### src/rtl/cp0_pkg.sv
// Shared CP0 definitions: register numbers, SR/Cause bit positions, exception
// codes and the exception handler entry point that fetch also redirects to.
package cp0_pkg;

    localparam logic [4:0] CP0_SR    = 5'd12;
    localparam logic [4:0] CP0_CAUSE = 5'd13;
    localparam logic [4:0] CP0_EPC   = 5'd14;
    localparam logic [4:0] CP0_PRID  = 5'd15;

    localparam int SR_IE      = 0;
    localparam int SR_EXL     = 1;
    localparam int SR_IM_LO   = 10;
    localparam int SR_IM_HI   = 15;
    localparam int CAUSE_EXC_LO = 2;
    localparam int CAUSE_EXC_HI = 6;
    localparam int CAUSE_IP_LO  = 10;
    localparam int CAUSE_IP_HI  = 15;
    localparam int CAUSE_BD     = 31;

    localparam logic [4:0] EXC_INT  = 5'd0;
    localparam logic [4:0] EXC_ADEL = 5'd4;
    localparam logic [4:0] EXC_ADES = 5'd5;
    localparam logic [4:0] EXC_RI   = 5'd10;
    localparam logic [4:0] EXC_OV   = 5'd12;

    localparam logic [31:0] HANDLER_ADDR = 32'h0000_4180;

endpackage

### src/rtl/cp0.sv
// Coprocessor-0 exception controller beside the MEM stage: arbitrates interrupts
// against pipeline exceptions, owns SR/Cause/EPC/PRId and serves mfc0/mtc0.
module cp0
    import cp0_pkg::*;
#(
    parameter logic [31:0] PRID = 32'h0000_0007
) (
    input  logic        clk,
    input  logic        reset,
    input  logic        valid_MEM,
    input  logic [31:0] pcValue_MEM,
    input  logic [4:0]  ExcCode_MEM,
    input  logic        BD_MEM,
    input  logic        eret_MEM,
    input  logic        cp0_WE,
    input  logic [4:0]  cp0_addr,
    input  logic [31:0] cp0_wdata,
    input  logic [5:0]  HWInt,
    output logic [31:0] cp0_rdata,
    output logic        flush,
    output logic        epc_WE,
    output logic [31:0] epcValue_MEM
);

    logic [5:0]  im;
    logic        exl;
    logic        ie;
    logic        bd;
    logic [5:0]  ip;
    logic [4:0]  excCode;
    logic [31:0] epc;

    logic        intReq;
    logic        excReq;
    logic [31:0] pcAligned;
    logic [31:0] epcNext;
    logic [31:0] srValue;
    logic [31:0] causeValue;

    assign intReq = valid_MEM & ie & ~exl & (|(HWInt & im));
    assign excReq = valid_MEM & ~exl & (ExcCode_MEM != EXC_INT);
    assign flush  = intReq | excReq;
    assign epc_WE = valid_MEM & eret_MEM & ~flush;
    assign epcValue_MEM = epc;

    // A delay-slot victim restarts at its branch so the branch re-executes.
    assign pcAligned = {pcValue_MEM[31:2], 2'b00};
    assign epcNext   = BD_MEM ? (pcAligned - 32'd4) : pcAligned;

    always_comb begin
        srValue = '0;
        srValue[SR_IM_HI:SR_IM_LO] = im;
        srValue[SR_EXL] = exl;
        srValue[SR_IE]  = ie;
        causeValue = '0;
        causeValue[CAUSE_BD] = bd;
        causeValue[CAUSE_IP_HI:CAUSE_IP_LO] = ip;
        causeValue[CAUSE_EXC_HI:CAUSE_EXC_LO] = excCode;
    end

    always_comb begin
        cp0_rdata = '0;
        case (cp0_addr)
            CP0_SR:    cp0_rdata = srValue;
            CP0_CAUSE: cp0_rdata = causeValue;
            CP0_EPC:   cp0_rdata = epc;
            CP0_PRID:  cp0_rdata = PRID;
            default:   cp0_rdata = '0;
        endcase
    end

    always_ff @(posedge clk) begin
        if (reset) begin
            im      <= '0;
            exl     <= 1'b0;
            ie      <= 1'b0;
            bd      <= 1'b0;
            ip      <= '0;
            excCode <= '0;
            epc     <= '0;
        end else begin
            ip <= HWInt;
            if (flush) begin
                exl     <= 1'b1;
                bd      <= BD_MEM;
                excCode <= intReq ? EXC_INT : ExcCode_MEM;
                epc     <= epcNext;
            end else begin
                if (epc_WE) exl <= 1'b0;
                // mtc0 and eret are never in MEM together, so ordering here is moot.
                if (cp0_WE) begin
                    if (cp0_addr == CP0_SR) begin
                        im  <= cp0_wdata[SR_IM_HI:SR_IM_LO];
                        exl <= cp0_wdata[SR_EXL];
                        ie  <= cp0_wdata[SR_IE];
                    end else if (cp0_addr == CP0_EPC) begin
                        epc <= {cp0_wdata[31:2], 2'b00};
                    end
                end
            end
        end
    end

endmodule

### config.mk
export PLATFORM = sky130hd
export DESIGN_NAME = cp0
export DESIGN_NICKNAME = d
export VERILOG_FILES = /design/src/rtl/cp0_pkg.sv /design/src/rtl/cp0.sv
export SDC_FILE = /design/constraint.sdc
export NUM_CORES = 1
export LEC_CHECK = 0
export CORE_ASPECT_RATIO = 0.9
export CORE_MARGIN = 4
export CORE_UTILIZATION = 45
export DETAILED_ROUTE_END_ITERATION = 16
export PLACE_DENSITY_LB_ADDON = 0.25
export SLEW_MARGIN = 25
export SYNTH_ARGS = -nofsm -noshare
export SYNTH_HDL_FRONTEND = slang
export SYNTH_SLANG_ARGS = --single-unit
### constraint.sdc
create_clock -name clk -period 3.9 [get_ports clk]
set_input_delay 0.78 -clock clk [delete_from_list [all_inputs] [get_ports clk]]
set_output_delay 0.78 -clock clk [all_outputs]
set_load 0.1 [all_outputs]
==> results by group <==
Outcome
  – Status: complete, no violations

GRT
  – Largest net degree at the start of global routing: 51
  – First-pass GRT wire length: 16660 um
  – Global-route congestion overflow total: 0
  – Overall Global Routing Usage: 0.2389
  – Number of global-route vias before repair: 3336
  – Antenna violations before repair: 0

Routing
  – Final wirelength: 10380 um
  – DRT Pass-1 Iters: 4
  – Remaining antenna violation count: 0
  – Post-route DRC: 0
  – Initial drt markers: 107
  – DR WL/cell: about 17 um
  – Total vias in the final route: 3273
  – Routed vias/inst: 5.401

Synth
  – Post-synthesis sequential area ratio: 0.3140
  – Post-synth EDFFs: 0
  – Post-synthesis async set-or-reset flop share: 0
  – Average cell area after synthesis: 8.479 um^2
  – Synth Cell Area: about 3200 um^2
  – Ys flop type: dfxtp_1
  – Mapped Cells: 376
  – Synth Warn #: 0
  – Synth Register Bits: 50
  – Synth cell types: 48

Placed design
  – Area post-placement: 5082 um^2
  – IO buf count: 147
  – Gpl congestion: 0.9234
  – Detailed Place HPWL: 8089 um

CTS
  – Root Buffer: clkbuf_8
  – Clk_lat worst skew: 0.31 ns
  – CTS max path bufs: 2
  – Post-CTS Setup Inserts: 0
  – Cts repair resizes: 0
  – CTS tree: done
  – Reg clk slew, reported paths: 0.09 ns
  – # H-tree levels: 2
  – Total clock sinks: 50
  – CTS Buf Count: 5
  – CTS Hold Bufs: 0

Layout
  – Diodes inserted: 0
  – Finished Cell Area: 5191 um^2
  – Util after Layout: 0.7718
  – Most frequent cells in the layout: clkdlybuf4s50_1 (112), nor2_1 (59), dfxtp_1 (50), mux2i_1 (34), buf_12 (34)
  – Final nets: 602
  – Fraction of layout cells with a size suffix above 1: 0.1531
  – Syn-to-layout area delta: 62.83%
  – Commonest non-fill, non-tap cell in the layout: clkdlybuf4s50_1

Critical path
  – Worst Setup Start Kind: input port
  – Critical-path maximum fanout: 4
  – CP required: 3.12 ns
  – CP arrival: 2.56 ns
  – Class of the most critical setup path: input port to output pin
  – Critical Path End Type: output pin

STA
  – Final setup viols: 0
  – Pins Over Slew Limit: 0
  – Fin crit period: between 3 and 4 ns
  – Setup Skew: 0.009110 ns
  – Worst Tran Pin Value: 1.001 ns
  – Unrepaired setup endpoints after global routing: no
  – Final Hold Fails: 0
  – Fmax: 299.2 MHz
  – Setup TNS: 0 ns
  – Worst slew margin: 0.3308
  – Fin crit share: 0.8569

Run
  – Maxcap violations: 0

Floorplanning
  – Total core area: between 6000 and 7000 um^2
  – Core Rows: 28
  – Die Height: 87.85 um
  – Ports: 152
  – Die area: 8497 um^2
  – Die X: 96.72 um
  – Initial core utilization: 0.4740

Hold path
  – Worst Hold Class: register to register

Power
  – Leak: 1.817 nW
  – Power Density: 294.6 nW/um^2
  – Maximum vdd ir drop: 0.0002256 V
power breakdown:
| part | switching, mW | internal, mW |
|---|---|---|
| logic | 0.384 | 0.204 |
| registers | 0.0265 | 0.547 |
| clock network | 0.178 | 0.189 |
| total | 0.588 | 0.941 |
metal layers:
layer	share of wire	up-vias	global-route usage	wire, um
met5	0	-	0	0
met4	0.019	0	0.07143	201
met3	0.059	19	0.05812	608
met2	0.51	111	0.4242	5251
met1	0.42	1535	0.2899	4320
li1	-	1608	-	-
sequential cells by signal, indices dropped and copies added (netlist names):
name / cells
im: 6
excCode: 5
bd: 1
exl: 1
ip: 6
ie: 1
epcValue_MEM: 30
layout make-up:
class | instances | area [um^2]
multi-input cells | 297 | 2076
fillers | 531 | 1535
repair buffers | 156 | 1874
clock inverters | 3 | 40.04
flip-flops and latches | 50 | 1001
well taps | 90 | 112.6
inverters | 5 | 18.77
clock buffers | 5 | 68.82
cell usage after synthesis, drive strengths merged, types with 2 or more instances:
cell type | number | area, um^2
mux2i | 34 | 340.3
a22oi | 13 | 97.59
nor2b | 9 | 56.30
a311oi | 7 | 78.83
inv | 5 | 18.76
a211oi | 11 | 82.58
dfxtp | 50 | 1001
a21o | 14 | 105.1
nor4 | 13 | 146.4
nand3b | 4 | 42.54
xor2 | 4 | 35.03
o21ai | 6 | 30.03
mux2 | 5 | 56.30
nor2 | 61 | 229.0
xnor2 | 23 | 201.4
nand4 | 2 | 12.51
or3 | 4 | 30.03
nand3 | 5 | 30.03
or4 | 2 | 15.01
clkbuf | 15 | 56.30
buf | 10 | 58.80
nand2 | 19 | 73.82
a21oi | 27 | 146.4
and2 | 18 | 112.6
nor3 | 5 | 25.02
metrics by stage:
step                      hold WS, ns  setup slack (ns)  power (mW)  cells
after detailed placement       0.4682            0.5583       1.173    598
after global placement         0.4499            0.5802       1.162    598
final                          0.4820            0.5582       1.529    606
after floorplan                0.4368            0.2066      0.9582    377
after global routing           0.5166            0.4242       1.590    606
after CTS                      0.4819            0.5500       1.535    606
path summary, 6_finish.rpt:
| path | startpoint | to | slack [ns] | cells past startpoint |
|---|---|---|---|---|
| worst max-delay path | valid_MEM | epc_WE | 0.56 | 7 |
| worst min-delay path | bd$_SDFFE_PP0N_ | bd$_SDFFE_PP0N_ | 0.48 | 2 |
| worst max register to register | im[1]$_SDFFE_PP0P_ | epcValue_MEM[8]$_SDFFE_PP0P_ | 1.82 | 7 |
| worst min register to register | bd$_SDFFE_PP0N_ | bd$_SDFFE_PP0N_ | 0.48 | 2 |
critical path: stages:
cell,delay [ns]
clkdlybuf4s50_1,0.61
nand2b_1,0.12
a311oi_1,0.63
a31oi_4,0.06
inv_2,0.13
nor2_2,0.06
buf_12,0.16
cells by family (layout without fill, tap and decap cells):
logic type      after synthesis  count (layout)  share of synthesized area
mux                          39              39                     0.1244
xor+xnor                     27              27                    0.07417
fa+ha+maj                     1               1                   0.003924
other cells                   1               2                   0.001176
flops                        50              50                     0.3140
compound gates               81              81                     0.1786
simple gates                147             147                     0.2618
buf+inv                      30             169                    0.04199
Note: power is estimated with default switching activity, not from simulation.
